File: src/rtl/order_ingress_sequencer_pkg.sv
// Shared definitions for the order ingress sequencer.
//   - Order word layout {price[31:16], id[15], qty[14:0]} and field accessors.
//   - Completion counter widths.
//   - Sequencer FSM state encoding, also exported on the debug port.
package order_ingress_sequencer_pkg;

  localparam int ORDER_W   = 32;
  localparam int ENTRY_W   = ORDER_W + 1;  // {is_buy, order word}
  localparam int PRICE_MSB = 31;
  localparam int PRICE_LSB = 16;
  localparam int ID_BIT    = 15;
  localparam int QTY_MSB   = 14;
  localparam int QTY_LSB   = 0;
  localparam int PRICE_W   = PRICE_MSB - PRICE_LSB + 1;
  localparam int QTY_W     = QTY_MSB - QTY_LSB + 1;
  localparam int TRADES_W  = 8;
  localparam int FILL_W    = 16;

  typedef enum logic [2:0] {
    ST_IDLE      = 3'd0,
    ST_ISSUE     = 3'd1,
    ST_WAIT_ACK  = 3'd2,
    ST_WAIT_DONE = 3'd3,
    ST_REPORT    = 3'd4
  } seq_state_t;

  function automatic logic [PRICE_W-1:0] price_of(input logic [ORDER_W-1:0] w);
    return w[PRICE_MSB:PRICE_LSB];
  endfunction

  function automatic logic id_of(input logic [ORDER_W-1:0] w);
    return w[ID_BIT];
  endfunction

  function automatic logic [QTY_W-1:0] qty_of(input logic [ORDER_W-1:0] w);
    return w[QTY_MSB:QTY_LSB];
  endfunction

endpackage

File: src/rtl/order_ingress_sequencer_fifo.sv
// Synchronous FIFO holding {is_buy, order word} entries.
// Ports:
//   clk, rst          clock, synchronous active-high reset (empties FIFO)
//   push, wdata       write request; ignored when full (no bypass)
//   pop, rdata        read request; rdata is the current head (show-ahead)
//   count, full, empty occupancy status
module order_fifo #(
  parameter int DEPTH = 8,
  parameter int WIDTH = 33
) (
  input  logic                     clk,
  input  logic                     rst,
  input  logic                     push,
  input  logic [WIDTH-1:0]         wdata,
  input  logic                     pop,
  output logic [WIDTH-1:0]         rdata,
  output logic [$clog2(DEPTH):0]   count,
  output logic                     full,
  output logic                     empty
);

  localparam int AW = $clog2(DEPTH);

  logic [WIDTH-1:0] mem [DEPTH];
  logic [AW-1:0]    wr_ptr;
  logic [AW-1:0]    rd_ptr;
  logic             do_push;
  logic             do_pop;

  assign full    = (count == (AW+1)'(DEPTH));
  assign empty   = (count == '0);
  assign do_push = push && !full;
  assign do_pop  = pop && !empty;
  assign rdata   = mem[rd_ptr];

  always_ff @(posedge clk) begin
    if (do_push) begin
      mem[wr_ptr] <= wdata;
    end
  end

  // DEPTH is a power of two, so pointers wrap by natural overflow.
  always_ff @(posedge clk) begin
    if (rst) begin
      wr_ptr <= '0;
      rd_ptr <= '0;
      count  <= '0;
    end else begin
      if (do_push) wr_ptr <= wr_ptr + 1'b1;
      if (do_pop)  rd_ptr <= rd_ptr + 1'b1;
      case ({do_push, do_pop})
        2'b10:   count <= count + 1'b1;
        2'b01:   count <= count - 1'b1;
        default: count <= count;
      endcase
    end
  end

endmodule

File: src/rtl/order_ingress_sequencer.sv
// Buffers upstream orders and issues them one at a time to the order book
// engine, tallying the trades each order produces into one completion record.
// Ports:
//   clk, rst                  clock, synchronous active-high reset
//   s_valid/s_ready/s_is_buy/s_data   upstream order stream
//   eng_valid/eng_is_buy/eng_data     issue strobe and held order to engine
//   eng_busy                  engine busy flag (acknowledge + completion)
//   trade_valid/trade_info    engine trade strobe, qty in trade_info[14:0]
//   done_valid/done_trades/done_fill_qty/done_timeout  completion record
//   fifo_count                buffered order count
//   state_dbg                 current FSM state
//
// Handshake: an upstream order transfers on a rising clk edge where
// s_valid && s_ready; s_ready depends only on FIFO fullness (and reset), never
// on s_valid. The engine side is strobe-based: eng_valid is a one-cycle pulse
// and the engine acknowledges by raising eng_busy, completing when it drops.
module order_ingress_sequencer
  import order_ingress_sequencer_pkg::*;
#(
  parameter int FIFO_DEPTH  = 8,
  parameter int ACK_TIMEOUT = 64
) (
  input  logic                          clk,
  input  logic                          rst,
  input  logic                          s_valid,
  output logic                          s_ready,
  input  logic                          s_is_buy,
  input  logic [ORDER_W-1:0]            s_data,
  output logic                          eng_valid,
  output logic                          eng_is_buy,
  output logic [ORDER_W-1:0]            eng_data,
  input  logic                          eng_busy,
  input  logic                          trade_valid,
  input  logic [31:0]                   trade_info,
  output logic                          done_valid,
  output logic [TRADES_W-1:0]           done_trades,
  output logic [FILL_W-1:0]             done_fill_qty,
  output logic                          done_timeout,
  output logic [$clog2(FIFO_DEPTH):0]   fifo_count,
  output seq_state_t                    state_dbg
);

  localparam int TW = $clog2(ACK_TIMEOUT) + 1;
  localparam logic [TW-1:0] TIMER_LAST = TW'(ACK_TIMEOUT - 1);

  seq_state_t           state;
  seq_state_t           next_state;
  logic [ENTRY_W-1:0]   fifo_rdata;
  logic                 fifo_full;
  logic                 fifo_empty;
  logic                 fifo_pop;
  logic [TW-1:0]        ack_timer;
  logic [TRADES_W-1:0]  acc_trades;
  logic [FILL_W-1:0]    acc_fill;
  logic [TRADES_W-1:0]  trades_nxt;
  logic [FILL_W-1:0]    fill_nxt;
  logic [FILL_W:0]      fill_sum;
  logic                 timeout_nxt;
  logic                 attributable;
  logic                 unused_trade_bits;

  assign unused_trade_bits = ^trade_info[31:QTY_W];

  assign s_ready   = !rst && !fifo_full;
  assign fifo_pop  = (state == ST_ISSUE);
  assign state_dbg = state;

  order_fifo #(
    .DEPTH (FIFO_DEPTH),
    .WIDTH (ENTRY_W)
  ) u_fifo (
    .clk   (clk),
    .rst   (rst),
    .push  (s_valid && s_ready),
    .wdata ({s_is_buy, s_data}),
    .pop   (fifo_pop),
    .rdata (fifo_rdata),
    .count (fifo_count),
    .full  (fifo_full),
    .empty (fifo_empty)
  );

  always_comb begin
    next_state = state;
    case (state)
      ST_IDLE:      if (!fifo_empty && !eng_busy) next_state = ST_ISSUE;
      ST_ISSUE:     next_state = ST_WAIT_ACK;
      ST_WAIT_ACK: begin
        if (eng_busy)                     next_state = ST_WAIT_DONE;
        else if (ack_timer == TIMER_LAST) next_state = ST_REPORT;
      end
      ST_WAIT_DONE: if (!eng_busy) next_state = ST_REPORT;
      ST_REPORT:    next_state = ST_IDLE;
      default:      next_state = ST_IDLE;
    endcase
  end

  // Accumulators restart in ISSUE, but a trade arriving in that same cycle
  // already belongs to the new order, so clearing and counting are merged.
  always_comb begin
    attributable = (state == ST_ISSUE) || (state == ST_WAIT_ACK) ||
                   (state == ST_WAIT_DONE);
    trades_nxt   = (state == ST_ISSUE) ? '0 : acc_trades;
    fill_nxt     = (state == ST_ISSUE) ? '0 : acc_fill;
    fill_sum     = {1'b0, fill_nxt} + (FILL_W+1)'(trade_info[QTY_MSB:QTY_LSB]);
    if (trade_valid && attributable) begin
      if (trades_nxt != '1) trades_nxt = trades_nxt + 1'b1;
      fill_nxt = fill_sum[FILL_W] ? '1 : fill_sum[FILL_W-1:0];
    end
    timeout_nxt = (state == ST_WAIT_ACK) && !eng_busy && (ack_timer == TIMER_LAST);
  end

  always_ff @(posedge clk) begin
    if (rst) begin
      state         <= ST_IDLE;
      eng_valid     <= 1'b0;
      eng_is_buy    <= 1'b0;
      eng_data      <= '0;
      ack_timer     <= '0;
      acc_trades    <= '0;
      acc_fill      <= '0;
      done_valid    <= 1'b0;
      done_trades   <= '0;
      done_fill_qty <= '0;
      done_timeout  <= 1'b0;
    end else begin
      state     <= next_state;
      eng_valid <= (next_state == ST_ISSUE);
      if (next_state == ST_ISSUE) begin
        {eng_is_buy, eng_data} <= fifo_rdata;
      end
      if (state == ST_ISSUE)         ack_timer <= '0;
      else if (state == ST_WAIT_ACK) ack_timer <= ack_timer + 1'b1;
      if (attributable) begin
        acc_trades <= trades_nxt;
        acc_fill   <= fill_nxt;
      end
      // The record is latched on REPORT entry so it includes that cycle's trade.
      done_valid <= (next_state == ST_REPORT);
      if (next_state == ST_REPORT) begin
        done_trades   <= trades_nxt;
        done_fill_qty <= fill_nxt;
        done_timeout  <= timeout_nxt;
      end
    end
  end

endmodule

File: config.mk
export PLATFORM = sky130hd
export DESIGN_NAME = order_ingress_sequencer
export DESIGN_NICKNAME = d
export VERILOG_FILES = /design/src/rtl/order_ingress_sequencer_pkg.sv /design/src/rtl/order_ingress_sequencer_fifo.sv /design/src/rtl/order_ingress_sequencer.sv
export SDC_FILE = /design/constraint.sdc
export NUM_CORES = 1
export LEC_CHECK = 0
export CAP_MARGIN = 5
export CORE_UTILIZATION = 30
export CTS_BUF_LIST = sky130_fd_sc_hd__clkbuf_8
export CTS_CLUSTER_DIAMETER = 120
export DETAILED_ROUTE_END_ITERATION = 16
export REMOVE_ABC_BUFFERS = 1
export SLEW_MARGIN = 40
export SYNTH_ARGS = -nofsm -noshare
export SYNTH_HDL_FRONTEND = slang
export SYNTH_SLANG_ARGS = --single-unit
File: constraint.sdc
create_clock -name clk -period 8.1 [get_ports clk]
set_clock_uncertainty 0.2 [all_clocks]
set_input_delay 0.81 -clock clk [delete_from_list [all_inputs] [get_ports clk]]
set_output_delay 0.81 -clock clk [all_outputs]
set_load 0.1 [all_outputs]
======== After elaboration in Yosys (flattened, before gate mapping) ========
Memories as Yosys holds them, arrays and structs flattened. A register that Yosys moved wholly into a read port is not among the register bits.
Index checks and enable logic that the tools add are counted.
operators by class
  $add $sub $neg .......................... 7
  equality and inequality tests ........... 10
  mux-type cells .......................... 14
  reductions and logical operators ........ 18
operators with widths
  kind                                              number
  2-to-1 mux 16 bit                                 3
  2-to-1 mux 8 bit                                  3
  adder 16 x 15 -> 17 bit                           1
  2-to-1 mux 3 bit                                  4
  case mux 3 bit (4 select lines)                   1
  adder 8 x 1 -> 8 bit, second input constant       1
  logical AND 1 bit                                 8
  != test 8 bit, second input constant              1
  case mux 4 bit (2 select lines)                   1
  adder 7 x 1 -> 7 bit, second input constant       1
  == test 7 x 6 -> 1 bit, second input constant     1
  adder 3 x 1 -> 3 bit, second input constant       2
  == test 3 x 1 -> 1 bit, second input constant     2
  == test 3 x 2 -> 1 bit, second input constant     2
  adder 4 x 1 -> 4 bit, second input constant       1
  == test 4 bit, second input constant              1
  zero test 1 bit                                   4
  zero test 4 bit                                   1
  subtractor 4 x 1 -> 4 bit, second input constant  1
  == test 3 bit, second input constant              1
  zero test 3 bit                                   1
  == test 2 x 1 -> 1 bit, second input constant     1
  == test 2 bit, second input constant              1
  logical OR 1 bit                                  2
  3 further kinds                                   4
word-level totals
  register bits after elaboration ......... 71
  bits in writable memories ............... 264
  output and inout bits ................... 68
  logic and storage cells ................. 62
  memories kept ........................... 1
memory list
  memory      words  bits a word  read ports  clocked after Yosys merged registers in  wr ports  RTL line                            RTL
  u_fifo.mem  8      33           1           1                                        1         order_ingress_sequencer_fifo.sv:24  logic [WIDTH-1:0] mem [DEPTH];

======== Logic depth before layout (Yosys ltp) ========
  depth in word-level cells ............... 7
  depth in mapped cells ................... 15

======== Modules after synthesis ========
A second synthesis with hierarchy kept.
unflattened totals
  cell total of the unflattened synthesis .. 1,004
  area, all modules ....................... 15,159.5 µm²
modules (own cells, without submodules)
  module                   times used  cells each  area each (µm²)
  order_fifo               1           455         10,585.2
  order_ingress_sequencer  1           549         4,574.4

======== Least setup slack after synthesis ========
OpenSTA, ideal clock, no wires.
  path type ............................... register to register
  start ................................... register u_fifo.count[0]
  end ..................................... memory u_fifo.mem[0][0] (enable)
  arrival ................................. 5.521 ns
  slack ................................... 1.915 ns
  stages on the path, launching flop included .. 6
  path buffers ............................ 0
  period minus slack after synthesis ...... 6.185 ns
  path through ............................ dfxtp_1 -> nor3_1 -> a21oi_1 -> and2_0 -> nand2b_1 -> nor3_1
between the ends
  cells in the longest elaborated chain, start to end .. 7
ends and longest elaborated chain
  element                                 RTL line                            RTL
  start, declared                         order_ingress_sequencer_fifo.sv:17  output logic [$clog2(DEPTH):0] count,
  start signal, assigned                  order_ingress_sequencer_fifo.sv:52  2'b10: count <= count + 1'b1;
  start signal, assigned                  order_ingress_sequencer_fifo.sv:53  2'b01: count <= count - 1'b1;
  start signal, assigned                  order_ingress_sequencer_fifo.sv:54  default: count <= count;
  == test 4 bit                           order_ingress_sequencer_fifo.sv:30  assign full = (count == (AW+1)'(DEPTH));
  zero test 1 bit                         order_ingress_sequencer.sv:64       assign s_ready = !rst && !fifo_full;
  logical AND 1 bit                       order_ingress_sequencer.sv:64
  net s_ready                             order_ingress_sequencer.sv:26       output logic s_ready,
  logical AND 1 bit                       order_ingress_sequencer.sv:74       .push (s_valid && s_ready),
  logical AND 1 bit                       order_ingress_sequencer_fifo.sv:32  assign do_push = push && !full;
  2-to-1 mux 1 bit                        order_ingress_sequencer_fifo.sv:37  if (do_push) begin
  2-to-1 mux 1 bit (not written as such)  order_ingress_sequencer_fifo.sv:38  mem[wr_ptr] <= wdata;
  end, declared                           order_ingress_sequencer_fifo.sv:24
The timed path passes the listed nets, and every way through them passes these cells.

======== Worst setup path after layout ========
  start ................................... register state[0] (netlist: state_dbg[0])
  end ..................................... register done_fill_qty[13]
between the ends
  cells in the longest elaborated chain, start to end .. 5
  elaborated cells between the ends (all ways) .. 17
  classes of those cells .................. add/sub: 1; eq/ne: 4; mux: 8; reduce/logical: 4
ends and longest elaborated chain
  element                                                                  RTL line                                                                                       RTL
  start, declared                                                          order_ingress_sequencer.sv:46                                                                  seq_state_t state;
  start signal, assigned                                                   order_ingress_sequencer.sv:127                                                                 state <= next_state;
  == test 3 x 1 -> 1 bit / == test 3 x 2 -> 1 bit (equally long branches)  order_ingress_sequencer.sv:85, order_ingress_sequencer.sv:101, order_ingress_sequencer.sv:104
  2-to-1 mux 16 bit / logical OR 1 bit (equally long branches)             order_ingress_sequencer.sv:104, order_ingress_sequencer.sv:101
  adder 16 x 15 -> 17 bit / logical OR 1 bit (equally long branches)       order_ingress_sequencer.sv:105, order_ingress_sequencer.sv:101
  2-to-1 mux 16 bit / logical AND 1 bit (equally long branches)            order_ingress_sequencer.sv:108, order_ingress_sequencer.sv:106
  2-to-1 mux 16 bit                                                        order_ingress_sequencer.sv:106                                                                 if (trade_valid && attributable) begin
  end signal, assigned                                                     order_ingress_sequencer.sv:142                                                                 done_fill_qty <= fill_nxt;
  end, declared                                                            order_ingress_sequencer.sv:37                                                                  output logic [FILL_W-1:0] done_fill_qty,
Several ways; a longest one is shown, not always the timed one.
A chain may end at the register's enable or synchronous reset.

==> metrics.log <==
INFO  metric sinks_on_clock_net = 368
INFO  metric row_count = 81
INFO  metric num-nets-final = 1206
INFO  metric synthCells = 960
INFO  metric count_of_input_and_output_buffers = 120
INFO  metric layout-area-overhead-vs-synth = 20.5%
INFO  metric die-height = 224 um
INFO  metric timing.slew.headroom = 45.7%
INFO  metric gpl.final_weighted_congestion = 0.815
INFO  metric grt_first_pass_wirelength = 50900 um
INFO  metric final_cell_area = 0.0179 sq mm
INFO  metric totalNegativeSetupSlack = 0 ns
INFO  metric postSynth.asyncResetShare = 0%
INFO  metric synth.yosys.warnings = 0
INFO  metric synth_enable_flop_cells = 264
INFO  metric class_of_the_most_critical_setup_path = reg2reg
INFO  metric io-pin-count = 138
INFO  metric ys_ff_latch = 368
INFO  metric setup-violations-final = 0
INFO  metric yosys.cell_types.count = 65
INFO  metric drt_wl_total = 33700 um
INFO  metric critPathRequiredTime = 8.42 ns
INFO  metric cts_buffer_depth = 3
INFO  metric tritoncts_clock_tree = built
INFO  metric drt-pass1-iter-count = 5
INFO  metric hp-class = reg2reg
INFO  metric p_seq_share = 48.9%
INFO  metric finalHoldViolCount = 0
INFO  metric timing.critical_path.slowest_cell_delay = 0.62 ns
INFO  metric cts_root_buf = sky130_fd_sc_hd__clkbuf_8
INFO  metric die_width = 224 um
INFO  metric cts-htree-levels = 3
INFO  metric internal-power = 3.18 mW
INFO  metric cp_max_fo = 24
INFO  metric p_leak = 6.05 nW
INFO  metric cts_post_setup_buffers_inserted = 0
INFO  metric worst_pin_slew = 0.814 ns
INFO  metric vias = 8677
INFO  metric fill_cells = 4718
INFO  metric post-route-period-util = 48.0%
INFO  metric grt_setup_unrepaired = no
INFO  metric clk_pin_slew_worst_paths = 0.06 ns
INFO  metric max-vdd-ir-drop = 0.000168 V
INFO  metric fraction_of_final_layout_cells_sized_beyond_drive_strength_1 = 24.2%
INFO  metric clk-insertion-delay-late = 0.63 ns
INFO  metric slew_viol_final = 0
INFO  metric timing.fmax = 257 MHz
INFO  metric synth_ff_type = sky130_fd_sc_hd__edfxtp_1
INFO  metric post_cts.resized_instances = 0
INFO  metric first_iter_violations = 474
INFO  metric die-area = 0.0503 sq mm
INFO  metric antenna_left = 0
INFO  metric report.power.total = 4.26 mW
INFO  metric number_of_buffers_inserted_by_hold_repair_at_cts = 0
INFO  metric swShare = 25.3%
INFO  metric first_global_vias = 8783
INFO  metric cts_inserted_buffers = 67
INFO  metric netlist_area = 0.0148 sq mm
INFO  metric start_util = 30.4%
INFO  metric placed_area = 0.0165 sq mm
INFO  metric ys_seq_area_share = 67.5%
INFO  metric crit_chain = nor3b_2, buf_4, and2b_1, ha_1, and2_1, a221oi_1, a21oi_1, a2111oi_0, o21ai_0, xnor2_1, o41ai_2
INFO  metric dpl_wire_length = 18700 um
INFO  metric run_status = completed
INFO  metric coreArea = 0.0488 sq mm
INFO  metric final.min_clock_period = 3.89 ns
INFO  metric power.share.combinational = 9.2%
INFO  metric drcViolationCount = 0
INFO  metric maximum_number_of_pins_on_one_net_before_global_route_repair = 68
INFO  metric viasPerCell = 4.74
INFO  metric drv_cap = 0
INFO  metric critPathSlowestCell = sky130_fd_sc_hd__dfxtp_1
INFO  metric power.density_cell_area = 238 mW/mm^2
INFO  metric grt_antenna_before_repair = 1
INFO  metric critical_path.startpoint_type = flip-flop
INFO  metric p_clk_share = 41.9%
INFO  metric grt_remaining_overflow = 0
INFO  metric routed_len_inst = 18.4 um
INFO  metric track_usage = 13.5%
INFO  metric crit_arrival = 4.21 ns
INFO  metric end_kind = flip-flop
INFO  metric synth_area_per_cell = 15.4 sq um
INFO  metric p_switching = 1.08 mW
worst max-delay path, delay by kind of cell, from the launching register on:
family / cells / cell delay, ns
AOI/OAI and AO/OA: 5 / 1.45
and+or+nand+nor: 3 / 0.67
DFF: 1 / 0.62
adders and majority gates: 1 / 0.33
buffers and inverters: 1 / 0.32
xor gates and xnor gates: 1 / 0.19
layer usage:
| layer | GRT usage [%] | vias up | wire length [um] | share of wire (%) |
|---|---|---|---|---|
| li1 | - | 4055 | - | - |
| met1 | 17.4 | 4332 | 15200 | 45 |
| met2 | 21.7 | 228 | 15900 | 47 |
| met3 | 4.00 | 60 | 1890 | 5.6 |
| met4 | 4.48 | 2 | 738 | 2.2 |
| met5 | 0 | - | 10 | 0.030 |
per-stage QoR:
stage               cells  hold WS (ns)  utilization, %  setup WS [ns]
finish               1830         0.273            36.6           4.21
global route         1829         0.287            36.6           3.93
CTS                  1829         0.271            36.6           4.26
detailed placement   1707         0.259            33.7           4.10
global placement     1707         0.264            34.4           4.14
floorplan             907         0.256               -           1.91
registers in the layout, summed over array words and instances, names as in the netlist:
name / flops
u_fifo.wr_ptr: 3
u_fifo.mem: 264
eng_data: 32
eng_is_buy: 1
ack_timer: 7
u_fifo.count: 4
acc_trades: 8
done_timeout: 1
state_dbg: 3
done_fill_qty: 16
eng_valid: 1
done_trades: 8
u_fifo.rd_ptr: 3
done_valid: 1
acc_fill: 16
synth_stat cells, drive strengths merged, types with 4 or more instances:
| cell type | count | area share (%) |
|---|---|---|
| o41ai | 4 | 0.44 |
| nor3 | 25 | 0.88 |
| mux2i | 38 | 2.6 |
| a221oi | 6 | 0.40 |
| buf | 31 | 1.1 |
| o211ai | 5 | 0.25 |
| ha | 22 | 1.9 |
| o22ai | 5 | 0.21 |
| nor2 | 89 | 2.3 |
| xor2 | 7 | 0.41 |
| xnor2 | 16 | 0.95 |
| a211oi | 39 | 2.0 |
| a21oi | 41 | 1.4 |
| nand2b | 4 | 0.17 |
| mux4 | 66 | 10 |
| a31oi | 6 | 0.35 |
| nor2b | 11 | 0.46 |
| dfxtp | 104 | 14 |
| nand2 | 34 | 0.86 |
| edfxtp | 264 | 53 |
| nand3 | 15 | 0.54 |
| nand4 | 6 | 0.25 |
| o21ai | 25 | 0.87 |
| and2 | 10 | 0.42 |
| nor4 | 4 | 0.17 |
| inv | 17 | 0.43 |
| clkbuf | 22 | 0.57 |
| a21o | 5 | 0.25 |
layout make-up:
cell class                 instances  area [sq um]  area share (%)
sequential                       368         10000            56.0
multi-input combinational        521          4580            25.6
clock buffer                      81          1110            6.24
timing repair buffer             136           986            5.52
tap                              664           831            4.65
clock inverter                    41           273            1.53
inverter                          18          67.6           0.378
antenna                            1          2.50          0.0140
logic make-up (layout without fill, tap and decap cells):
group,Yosys count,in the layout,share of synthesized area (%)
AND/OR/NAND/NOR,212,212,6.81
multiplexers,104,104,12.6
other,0,1,0
AO/OA/AOI/OAI,158,158,7.51
adder cells (fa/ha/maj),24,24,2.13
XOR/XNOR,23,23,1.36
buffers and inverters,71,276,2.10
flip-flops,368,368,67.5
power by group through the flow:
| stage | clock [mW] | sequential [mW] | combinational (mW) |
|---|---|---|---|
| finish | 1.78 | 2.08 | 0.394 |
| detailed placement | 0 | 2.12 | 0.396 |
| CTS | 1.85 | 2.08 | 0.398 |
| floorplan | 0 | 2.25 | 0.151 |
| global placement | 0 | 2.12 | 0.408 |
| global route | 1.93 | 2.08 | 0.424 |
cell usage in the layout (no fill, tap or decap), types with 4 or more instances in the layout:
master / Yosys / routed
sky130_fd_sc_hd__buf_4: 1 / 15
sky130_fd_sc_hd__clkdlybuf4s50_1: 0 / 51
sky130_fd_sc_hd__a31oi_1: 5 / 5
sky130_fd_sc_hd__clkinv_2: 0 / 8
sky130_fd_sc_hd__edfxtp_1: 264 / 264
sky130_fd_sc_hd__and2_1: 9 / 8
sky130_fd_sc_hd__nor2b_1: 11 / 11
sky130_fd_sc_hd__a211oi_1: 38 / 38
sky130_fd_sc_hd__buf_2: 20 / 68
sky130_fd_sc_hd__a221oi_1: 5 / 5
sky130_fd_sc_hd__dfxtp_1: 104 / 101
sky130_fd_sc_hd__nor4_1: 4 / 4
sky130_fd_sc_hd__mux2i_1: 38 / 38
sky130_fd_sc_hd__o22ai_1: 5 / 5
sky130_fd_sc_hd__xnor2_1: 16 / 16
sky130_fd_sc_hd__a21o_1: 5 / 5
sky130_fd_sc_hd__o41ai_2: 4 / 4
sky130_fd_sc_hd__a21oi_1: 41 / 41
sky130_fd_sc_hd__o211ai_1: 5 / 5
sky130_fd_sc_hd__o21ai_0: 23 / 23
sky130_fd_sc_hd__nand2_1: 34 / 34
sky130_fd_sc_hd__ha_1: 22 / 22
sky130_fd_sc_hd__inv_1: 16 / 38
sky130_fd_sc_hd__nor2_1: 88 / 82
sky130_fd_sc_hd__nor2_4: 0 / 6
sky130_fd_sc_hd__nand2b_1: 4 / 4
sky130_fd_sc_hd__nor3_1: 24 / 22
sky130_fd_sc_hd__xor2_1: 7 / 7
sky130_fd_sc_hd__mux4_2: 66 / 66
sky130_fd_sc_hd__clkbuf_8: 0 / 81
sky130_fd_sc_hd__nand4_1: 6 / 6
sky130_fd_sc_hd__nand3_1: 14 / 14
worst paths after layout:
path / startpoint / slack (ns) / endpoint / cells past startpoint
min reg2reg: done_fill_qty[11] / 0.27 / done_fill_qty[11] / 1
max: state_dbg[0] / 4.21 / done_fill_qty[13] / 11
min: done_fill_qty[11] / 0.27 / done_fill_qty[11] / 1
max reg2reg: state_dbg[0] / 4.21 / done_fill_qty[13] / 11
Power figures use the tool's default switching activity.
